[config.mk]
export PLATFORM = sky130hd
export DESIGN_NAME = long_multiply
export DESIGN_NICKNAME = d
export VERILOG_FILES = /design/src/rtl/long_multiply.sv
export SDC_FILE = /design/constraint.sdc
export NUM_CORES = 1
export LEC_CHECK = 0
export CAP_MARGIN = 15
export CORE_UTILIZATION = 40
export DETAILED_ROUTE_END_ITERATION = 10
export PLACE_DENSITY_LB_ADDON = 0.1
export SETUP_SLACK_MARGIN = 0.4
export SLEW_MARGIN = 20
export SYNTH_ARGS = -nofsm -noshare
export SYNTH_HDL_FRONTEND = slang
export SYNTH_SLANG_ARGS = --single-unit
export TNS_END_PERCENT = 100
[constraint.sdc]
create_clock -name clk -period 3.8 [get_ports clk]
set_clock_uncertainty 0.15 [all_clocks]
set_input_delay 0.95 -clock clk [delete_from_list [all_inputs] [get_ports clk]]
set_output_delay 0.95 -clock clk [all_outputs]
set_load 0.01 [all_outputs]
[src/rtl/long_multiply.sv]
// long_multiply: sequential shift-add multiply-accumulate.
//   product = low SIZE bits of (multiplicand * multiplier + addend)
//   error   = the full result needs more than SIZE bits
// Used beside the long divider to rebuild a dividend from
// (divisor, quotient, remainder). The latency is fixed and does not depend
// on the data: a start accepted at edge 0 gives done in the cycle after
// edge SIZE+1.
//
// Ports:
//   clk           rising-edge clock
//   reset         synchronous, active-low reset
//   start         request an operation; sampled only in IDLE
//   multiplicand  first factor  (SIZE bits)
//   multiplier    second factor (SIZE bits)
//   addend        value added to the product (SIZE bits)
//   busy          high while in RUN or DONE
//   done          one-cycle pulse when product/error become valid
//   error         result overflowed SIZE bits
//   product       low SIZE bits of the result; held until the next start
//
// state | meaning
// ------+--------------------------------------------------------------
// IDLE  | waiting for start; product/error hold the last result
// RUN   | SIZE shift-add iterations, one multiplier bit per cycle
// DONE  | publish acc to product/error, pulse done, return to IDLE
module long_multiply #(
  parameter int SIZE = 32
) (
  input  logic            clk,
  input  logic            reset,
  input  logic            start,
  input  logic [SIZE-1:0] multiplicand,
  input  logic [SIZE-1:0] multiplier,
  input  logic [SIZE-1:0] addend,
  output logic            busy,
  output logic            done,
  output logic            error,
  output logic [SIZE-1:0] product
);

  localparam int CW = $clog2(SIZE) + 1;
  localparam logic [CW-1:0] LAST = CW'(SIZE - 1);

  typedef enum logic [1:0] {
    IDLE = 2'd0,
    RUN  = 2'd1,
    DONE = 2'd2
  } state_t;

  state_t state, state_nxt;

  logic [2*SIZE-1:0] mcand_r;
  logic [2*SIZE-1:0] acc;
  logic [SIZE-1:0]   mplier_r;
  logic [CW-1:0]     count;

  always_ff @(posedge clk) begin
    if (!reset) state <= IDLE;
    else        state <= state_nxt;
  end

  always_comb begin
    state_nxt = state;
    case (state)
      IDLE:    if (start) state_nxt = RUN;
      RUN:     if (count == LAST) state_nxt = DONE;
      DONE:    state_nxt = IDLE;
      default: state_nxt = IDLE;
    endcase
  end

  always_ff @(posedge clk) begin
    if (!reset) begin
      mcand_r  <= '0;
      mplier_r <= '0;
      acc      <= '0;
      count    <= '0;
      product  <= '0;
      error    <= 1'b0;
      done     <= 1'b0;
    end else begin
      done <= 1'b0;
      case (state)
        IDLE: begin
          if (start) begin
            mcand_r  <= {{SIZE{1'b0}}, multiplicand};
            mplier_r <= multiplier;
            // seeding acc with addend folds the add into the shift-add loop
            acc      <= {{SIZE{1'b0}}, addend};
            count    <= '0;
            product  <= '0;
            error    <= 1'b0;
          end
        end
        RUN: begin
          // max result is below 2^(2*SIZE), so this add never carries out
          if (mplier_r[0]) acc <= acc + mcand_r;
          mcand_r  <= mcand_r << 1;
          mplier_r <= mplier_r >> 1;
          count    <= count + CW'(1);
        end
        DONE: begin
          product <= acc[SIZE-1:0];
          error   <= |acc[2*SIZE-1:SIZE];
          done    <= 1'b1;
        end
        default: ;
      endcase
    end
  end

  assign busy = (state != IDLE);

endmodule

==> flow_summary.yaml, run 1 <==
place:
  io_buffers: 133
  place_hpwl_mm: 23.35
  gp_congestion: 0.9122
  dp_cells: 1847
global_routing:
  grt_pass1_vias: 10400
  grt_first_pass_wirelength_mm: 55.09
  grt_max_degree: 104
  grt_antenna_before_repair: 0
  grt_use_total_pct: 23.46
  gr-total-overflow: 0
worst_setup_path:
  worst_path_max_delay_cell: "a2111o_1"
  crit_buf_inv: 0
  crit_family: "compound AO/OA/AOI/OAI gates"
  worstSetupPathType: "flop to flop"
  worstPathCellList: "ha_1, fa_2, a21oi_4, o211ai_2, a31oi_2, o21ai_2, a2111o_1, and2_4, a211o_1, a211o_1, o211ai_1"
  critical_path_arrival_ns: 3.54
  start_kind: "flop"
  cp_max_fo: 4
  critical-path-max-stage-delay_ns: 0.49
  worst-endpoint-required_ns: 4.10
  cp_num_cells: 11
  reg2regPathDepth: 11
  path_common_cell: "a211o_1"
  end_kind: "flop"
logic_synthesis:
  synth_top_family_by_area: "compound AO/OA/AOI/OAI gates"
  ys.warnings.count: 0
  synthAdderAreaFrac_pct: 7.319
  syn_area_mm2: 0.01121
  synthArstFlopShare_pct: 0
  synth_xor_area_share_pct: 4.061
  yosysSeqAreaShare_pct: 36.06
  synth_ff_type: "dfxtp_1"
  synth_compound_area_share_pct: 27.96
  synthSimpleGateAreaFrac_pct: 20.25
  synthMuxAreaShare_pct: 0.2901
  ys_ff_latch: 202
  synth_edf_count: 0
  synthesis.instances: 1426
  syn_nets: 1590
  yosysUniqueCellTypes: 68
  syn_avg_cell_area_um2: 7.864
route:
  drtIter0Drc: 686
  firstDrtPassIters: 5
  drt-total-wl_mm: 33.58
  vias_per_cell: 5.666
  num_vias: 10730
  avgRoutedWirePerCell_um: 17.74
  antenna_left: 0
  drc: 0
die:
  die_y_um: 169.4
  die_area_mm2: 0.02871
  core_mm2: 0.02725
  die_x_um: 169.4
  start_util_pct: 41.15
  num_io_pins: 134
  num_rows: 60
cts:
  cts_tree: "done"
  clk_pin_slew_ns: 0.06
  cts.sinks: 202
  hold_buffers: 0
  cts_max_path_buffers: 3
  htreeDepth: 1
  ctsRootBufferMaster: "clkbuf_16"
  clk_latency_ns: 0.53
  cts_buffers: 25
finish:
  layout-drive-gt1-share_pct: 5.523
  antenna_cells: 0
  final_cells: 1893
  synthToLayoutAreaGrowth_pct: 21.06
  fin_nets: 1667
min_path:
  hold_class: "flop to flop"
  hold_path_depth: 2
timing:
  hold_viol: 0
  rsz0062_at_grt: "false"
  worst_pin_slew_ns: 0.9773
  setup_violations: 0
  max_slew_margin_pct: 34.61
  finalSetupTns_ns: 0
  min_period_ns: 3.242
  slew_violations: 0
  finalCritPeriodShare_pct: 85.33
  max_freq_mhz: 308.4
power_and_ir_drop:
  p_leak_uw: 0.005232
  peakVddDrop_mv: 0.2728
  power_density_mw_per_mm2: 403.7
run_status:
  status: "completed"
flow_run:
  drv_cap: 0
==> cell type report <==
type | instances | area, µm²
Fill cell | 2656 | 13670
Multi-Input combinational cell | 1108 | 6765
Sequential cell | 202 | 4044
Timing Repair Buffer | 149 | 1471
Clock buffer | 34 | 699.4
Tap cell | 372 | 465.4
Clock inverter | 11 | 67.56
Inverter | 17 | 63.81
==> sequential cells by signal, summed over array words and instances, names as in the netlist <==
| register | flops |
|---|---|
| mplier_r | 32 |
| product | 32 |
| acc | 64 |
| mcand_r | 64 |
| count | 6 |
| state | 2 |
| done | 1 |
| error | 1 |
==> per-layer routing <==
layer	wire [µm]	GRT usage [%]	part of all wire [%]	up-vias
met5	0	0	0	-
met4	809	5.993	2.4	0
met3	1818	3.965	5.4	48
met2	14500	36.97	43	261
met1	16450	33.05	49	5048
li1	-	-	-	5369
==> cells in the final DEF, fill, tap and decap left out, types with 5 or more instances in the layout <==
| cell | instances |
|---|---|
| nor2_1 | 204 |
| dfxtp_1 | 202 |
| nand2_1 | 182 |
| a21oi_1 | 132 |
| clkdlybuf4s50_1 | 132 |
| o21ai_0 | 68 |
| ha_1 | 64 |
| o221ai_1 | 63 |
| nand3_1 | 57 |
| a22o_1 | 33 |
| a21o_1 | 31 |
| xnor2_1 | 30 |
| clkbuf_16 | 25 |
| xor2_1 | 22 |
| nand4_1 | 21 |
| a311oi_1 | 20 |
| inv_1 | 16 |
| o21ai_1 | 16 |
| o211ai_1 | 16 |
| buf_4 | 14 |
| nor3_1 | 13 |
| a211oi_1 | 11 |
| nor4_1 | 11 |
| o21a_1 | 9 |
| a31oi_1 | 8 |
| nor2b_1 | 8 |
| o21bai_1 | 7 |
| or3_1 | 7 |
| clkinv_2 | 7 |
| nand2b_1 | 5 |
| clkbuf_1 | 5 |
==> cell usage after synthesis, types with 3 or more instances <==
cell type  number  area [µm²]
a31oi_1         8       50.05
o21a_1          9       67.56
nand4_1        21       131.4
nor2b_1         9       56.30
o21ai_0        68       340.3
o211ai_1       16       120.1
nor3_1         14       70.07
buf_1           7       26.28
o21bai_1        7       52.55
and2_1          3       18.77
ha_1           64       800.8
o21ai_2         3       26.28
a21boi_1        3       22.52
nor4_1         11       68.82
a22oi_1         3       22.52
inv_1          16       60.06
nand2b_1        6       37.54
o221ai_1       63       551.8
clkbuf_1       81       304.0
buf_2          10       50.05
a21o_1         31       232.7
nand3_1        57       285.3
a211oi_1       11       82.58
a311oi_1       20       175.2
xnor2_1        30       262.8
nor2_1        205       769.5
a21oi_1       132       660.6
o21ai_1        16       80.08
nand2_1       185       694.4
a32o_1          3       30.03
or3_1           7       43.79
xor2_1         22       192.7
a211o_1         4       35.03
dfxtp_1       202        4044
a22o_1         33       289.0
a41oi_1         3       26.28
==> cell families after synthesis <==
family                   after synthesis
AND/OR/NAND/NOR                      530
AO/OA/AOI/OAI                        458
flip-flops                           202
buffers and inverters                116
adder cells (fa/ha/maj)               65
XOR/XNOR                              52
multiplexers                           3
==> per-stage QoR <==
step / area [µm²] / total power, µW / utilization [%] / setup slack (ns) / hold WS (ns)
finish: 13580 / 5481 / 49.82 / 0.5576 / 0.3185
global route: 13580 / 5731 / 49.82 / 0.4156 / 0.3350
CTS: 13560 / 5518 / 49.76 / 0.5040 / 0.3220
detailed placement: 12790 / 3274 / 46.94 / 0.5348 / 0.3083
global placement: 12790 / 3269 / 46.94 / 0.5947 / 0.3001
floorplan: 11210 / 2966 / - / 0.8317 / 0.2907
==> worst min-delay path, stage by stage, from the launching register on <==
cell and delay, ns:
dfxtp_1 0.32, nor2_1 0.05, nor2_1 0.06
==> worst paths after layout <==
kind / from / end / slack, ns
setup / recovery: mcand_r[0] / acc[56] / 0.56
hold / removal: mplier_r[1] / mplier_r[1] / 0.32
setup reg to reg: mcand_r[0] / acc[56] / 0.56
hold reg to reg: mplier_r[1] / mplier_r[1] / 0.32
==> report_power, final <==
group | total, µW | switching [µW] | internal [µW]
Clock | 2240 | 957 | 1290
Combinational | 920 | 547 | 372
Sequential | 2320 | 87.6 | 2230
Total | 5480 | 1590 | 3890
==> repair_timing <==
action / 4_1_cts / 5_1_grt
buffers inserted: 0 / 1
resized for setup: 0 / 2
endpoints found under the setup margin: 0 / 2
No activity file was read; power rests on OpenSTA's default activity.
==> run 2: changes to the inputs <==
--- a/config.mk
+++ b/config.mk
@@ -8,6 +8,7 @@
 export CAP_MARGIN = 15
 export CORE_UTILIZATION = 40
 export DETAILED_ROUTE_END_ITERATION = 10
+export GPL_ROUTABILITY_DRIVEN = 0
 export PLACE_DENSITY_LB_ADDON = 0.1
 export SETUP_SLACK_MARGIN = 0.4
 export SLEW_MARGIN = 20
==> run 2 against run 1 <==
  * Via count decreased by 0.41%
  * Power increased by 5.5%
  * Sequential share of layout area decreased by 0.25 points
  * Final cell count unchanged
  * Sequential power about the same
  * Routed wire length increased by 0.39%
  * Non-clock buffer count increased by 1
==> flow_summary.yaml, run 2 (synthesis results as in run 1) <==
run_status:
  status: "completed"
power_and_ir_drop:
  power.internal_uw: 4190
  pwr-share-clk_pct: 44.0
  power_density_mw_per_mm2: 422.2
  p_leak_uw: 0.005283
  p_sw_uw: 1592
  power_frac_seq_pct: 40.0
  peakVddDrop_mv: 0.3350
  p_comb_share_pct: 16.0
  switching_share_pct: 27.53
route:
  vias_per_cell: 5.643
  num_vias: 10680
  antenna_left: 0
  drc: 0
  drt-total-wl_mm: 33.71
  drtIter0Drc: 670
  avgRoutedWirePerCell_um: 17.81
  firstDrtPassIters: 5
global_routing:
  grt_antenna_before_repair: 0
  grt_use_total_pct: 23.48
  grt_pass1_vias: 10370
  grt_max_degree: 135
  grt_first_pass_wirelength_mm: 54.68
  gr-total-overflow: 0
worst_setup_path:
  worst-r2r-setup-slack_ns: 0.58
  reg2regPathDepth: 10
  r2r_end: "acc[58]"
  worst-endpoint-required_ns: 4.06
  worst_path_max_delay_cell: "ha_1"
  crit_family: "compound AO/OA/AOI/OAI gates"
  cp_max_fo: 10
  rr_startpoint: "mcand_r[18]"
  worstPathCellList: "ha_1, nand2_1, nor4_1, nand4_1, o21ai_2, a22oi_2, a211oi_2, o21ai_1, a21o_1, a32o_1"
  critical-path-max-stage-delay_ns: 0.48
  crit_buf_inv: 0
  worstSetupPathType: "flop to flop"
  end_kind: "flop"
  start_kind: "flop"
  critical_path_arrival_ns: 3.47
cts:
  cts_tree: "done"
  ctsRootBufferMaster: "clkbuf_16"
  cts_buffers: 24
  cts_max_path_buffers: 3
  cts.sinks: 202
  htreeDepth: 1
  clk_latency_ns: 0.53
  clk_pin_slew_ns: 0.06
timing:
  layout_setup_ws_ns: 0.5831
  rsz0062_at_grt: "false"
  slew_violations: 0
  max_freq_mhz: 310.9
  max_slew_margin_pct: 39.54
  finalCritPeriodShare_pct: 84.66
  min_period_ns: 3.217
  worst_pin_slew_ns: 0.9047
  whs_ns: 0.3197
  setup_violations: 0
  hold_viol: 0
  finalSetupTns_ns: 0
finish:
  antenna_cells: 0
  most-common-layout-cells: "nor2_1, dfxtp_1, nand2_1"
  layout-drive-gt1-share_pct: 5.720
  synthToLayoutAreaGrowth_pct: 22.10
  reg.largest.list: "acc x64, mcand_r x64"
  utilization_pct: 50.25
  fin_nets: 1667
  final_common_cell: "nor2_1"
  fillers: 2711
die:
  die_y_um: 169.4
  die_x_um: 169.4
  num_rows: 60
  start_util_pct: 41.15
  core_mm2: 0.02725
  die_area_mm2: 0.02871
  num_io_pins: 134
place:
  io_buffers: 133
  place_hpwl_mm: 23.39
  post-place-ws_ns: 0.5434
min_path:
  hold_class: "flop to flop"
  hold_start: "mplier_r[20]"
  hold_end: "mplier_r[20]"
  hold_path_depth: 2
flow_run:
  drv_cap: 0
==> run 2: power by group through the flow <==
stage / registers, µW / clock network, µW / logic (µW)
floorplan: 2330 / 0 / 633
global placement: 2360 / 0 / 918
detailed placement: 2360 / 0 / 917
CTS: 2310 / 2600 / 922
global route: 2330 / 2690 / 1020
finish: 2310 / 2540 / 924
==> run 2: layer usage <==
| metal | GRT usage (%) | share of wire (%) |
|---|---|---|
| met1 | 32.76 | 49 |
| met2 | 37.05 | 43 |
| met5 | 0 | 0 |
| met3 | 4.688 | 5.8 |
| met4 | 5.601 | 2.1 |
==> run 2: area by class of cell <==
type                       count  area, µm²  area share (%)
clock buffer                  33      715.7           5.227
multi-input combinational   1108       6759           49.36
timing repair buffer         150       1479           10.80
clock inverter                11      166.4           1.215
tap                          372      465.4           3.399
inverter                      17      63.81          0.4660
sequential                   202       4044           29.53
==> run 2: worst min-delay path: cells and delay by family, from the launching register on <==
kind          cells  cell delay [ns]
flops             1             0.33
simple gates      2             0.11
==> run 2: timing repair <==
action,4_1_cts,5_1_grt
endpoints found under the setup margin,0,2
setup buffers,0,1
hold endpoints to repair,0,0
hold buffers,0,0
gates resized for setup,0,2
==> run 2: worst max-delay path by stage <==
stage                 from      end  slack, ns  depth (start not counted)
4_1_cts         mcand_r[0]  acc[56]       0.54                         11
3_3_place_gp    mcand_r[0]  acc[56]       0.59                         11
2_1_floorplan   mcand_r[0]  acc[56]       0.83                         11
5_1_grt         mcand_r[0]  acc[56]       0.42                         11
3_5_place_dp    mcand_r[0]  acc[56]       0.54                         11
6_report       mcand_r[18]  acc[58]       0.58                         10
==> run 2: per-stage QoR <==
stage,area [µm²],cells,total power [µW]
after floorplan,11210,1426,2966
after global placement,12800,1848,3274
after detailed placement,12800,1848,3276
after CTS,13680,1892,5838
after global routing,13690,1893,6043
final,13690,1893,5781
==> run 3: changes to the inputs <==
==> constraint.sdc (replaced) <==
create_clock -name clk -period 2.8 [get_ports clk]
set_clock_uncertainty 0.15 [all_clocks]
set_input_delay 0.7 -clock clk [delete_from_list [all_inputs] [get_ports clk]]
set_output_delay 0.7 -clock clk [all_outputs]
set_load 0.01 [all_outputs]
==> run 3 against run 2 <==
  * Critical endpoint is now acc[56]
  * Worst setup slack got worse by 0.77 ns
  * Largest power group unchanged
  * The flow now finishes with violations (setup timing)
  * Maximum frequency rose by 7.6%
  * Largest cell class unchanged
  * Non-clock buffer count rose by 190
==> flow_summary.yaml, run 3 (synthesis results as in run 1) <==
run_status:
  status: "complete, but fails checks"
  violations: "setup timing"
finish:
  synthToLayoutAreaGrowth_pct: 47.48
  reg.largest.list: "acc x64, mcand_r x64"
  final_cells: 2081
  fillers: 2380
  antenna_cells: 0
  layout-drive-gt1-share_pct: 27.21
  stdcell_area_mm2: 0.01654
  most-common-layout-cells: "nor2_1, buf_4, dfxtp_1"
  final_common_cell: "nor2_1"
  fin_nets: 1857
timing:
  layout_setup_ws_ns: -0.1905
  min_period_ns: 2.990
  max_slew_margin_pct: 35.10
  slew_violations: 0
  finalCritPeriodShare_pct: 106.8
  worst_pin_slew_ns: 0.9712
  rsz0062_at_grt: "true"
  hold_viol: 0
  setup_violations: 13
  max_freq_mhz: 334.4
worst_setup_path:
  reg2regPathDepth: 11
  crit_end: "acc[56]"
  rr_startpoint: "mcand_r[0]"
  start_kind: "flop"
  critical_path_arrival_ns: 3.28
  r2r_end: "acc[56]"
  end_kind: "flop"
  worst-r2r-setup-slack_ns: -0.19
  crit_path_start: "mcand_r[0]"
  worst-endpoint-required_ns: 3.09
  worstSetupPathType: "flop to flop"
  cp_max_fo: 4
min_path:
  hold_class: "flop to flop"
  hold_start: "acc[33]"
cts:
  clk_latency_ns: 0.53
  cts_buffers: 24
  hold_buffers: 0
  cts_tree: "done"
  cts_max_path_buffers: 3
  clk_pin_slew_ns: 0.06
  cts.sinks: 202
  htreeDepth: 1
  ctsRootBufferMaster: "clkbuf_16"
global_routing:
  grt_first_pass_wirelength_mm: 59.45
  gr-total-overflow: 0
  grt_pass1_vias: 11480
  grt_antenna_before_repair: 0
  grt_use_total_pct: 25.48
  grt_max_degree: 54
place:
  place_hpwl_mm: 25.53
  io_buffers: 133
  dp_cells: 1985
  placed_area_mm2: 0.01402
route:
  drt-total-wl_mm: 37.07
  avgRoutedWirePerCell_um: 17.81
  drc: 0
  antenna_left: 0
  drtIter0Drc: 803
  firstDrtPassIters: 5
  vias_per_cell: 5.601
  num_vias: 11660
die:
  core_mm2: 0.02725
  die_area_mm2: 0.02871
  die_y_um: 169.4
  num_io_pins: 134
  start_util_pct: 41.15
  die_x_um: 169.4
  num_rows: 60
power_and_ir_drop:
  power_density_mw_per_mm2: 516.1
  p_leak_uw: 0.006454
  peakVddDrop_mv: 0.3608
flow_run:
  drv_cap: 0
==> run 3: how the worst min path moves through the flow <==
stage              endpoint  slack (ns)  cells past startpoint
6_report            acc[33]        0.32                      2
5_1_grt         product[24]        0.33                      1
4_1_cts             acc[33]        0.32                      2
3_5_place_dp    product[24]        0.31                      1
3_3_place_gp    mplier_r[1]        0.30                      2
2_1_floorplan  mplier_r[10]        0.29                      2
==> run 3: what timing repair did <==
item / 4_1_cts / 5_1_grt
setup endpoints to repair: 55 / 55
pin swaps: 109 / 59
gates resized for setup: 206 / 58
gates cloned: 0 / 0
setup buffers: 30 / 24
==> run 3: worst max-delay path, stage by stage, from the launching register on <==
cell      delay, ns
dfxtp_2        0.34
ha_4           0.16
fa_2           0.37
a21oi_4        0.21
o211ai_4       0.11
a31oi_4        0.19
o21ai_4        0.09
a2111o_1       0.41
and2_4         0.17
a211o_4        0.34
a211o_1        0.26
o211ai_1       0.10
==> run 3: through the flow <==
| stage | setup TNS (ns) | hold slack (ns) | total power (µW) | utilization [%] | setup WS [ns] |
|---|---|---|---|---|---|
| after floorplan | -0.03282 | 0.2907 | 4066 | - | -0.03282 |
| after global routing | -2.842 | 0.3349 | 8859 | 60.69 | -0.2604 |
| after global placement | -0.3649 | 0.3009 | 4735 | 51.44 | -0.1438 |
| after detailed placement | -0.8987 | 0.3068 | 4741 | 51.44 | -0.2387 |
| final | -1.180 | 0.3212 | 8536 | 60.69 | -0.1905 |
| after CTS | -0.4410 | 0.3217 | 8489 | 59.10 | -0.1703 |
==> run 3: layout make-up <==
class	instances	area [µm²]	area share [%]
clock buffers	33	715.7	4.327
flip-flops and latches	202	4098	24.77
multi-input cells	1108	7983	48.26
repair buffers	340	3038	18.37
inverters	17	63.81	0.3858
clock inverters	9	176.4	1.067
well taps	372	465.4	2.814
==> run 3: routing by layer <==
metal,share of wire [%],GRT usage (%)
met5,0,0
met4,2.2,6.306
met3,6.4,4.478
met2,45,41.72
met1,47,34.60
==> run 3: where the power goes <==
part           internal, µW  switching (µW)
logic                   911             956
registers              3030             131
clock network          2240            1270
total                  6180            2360
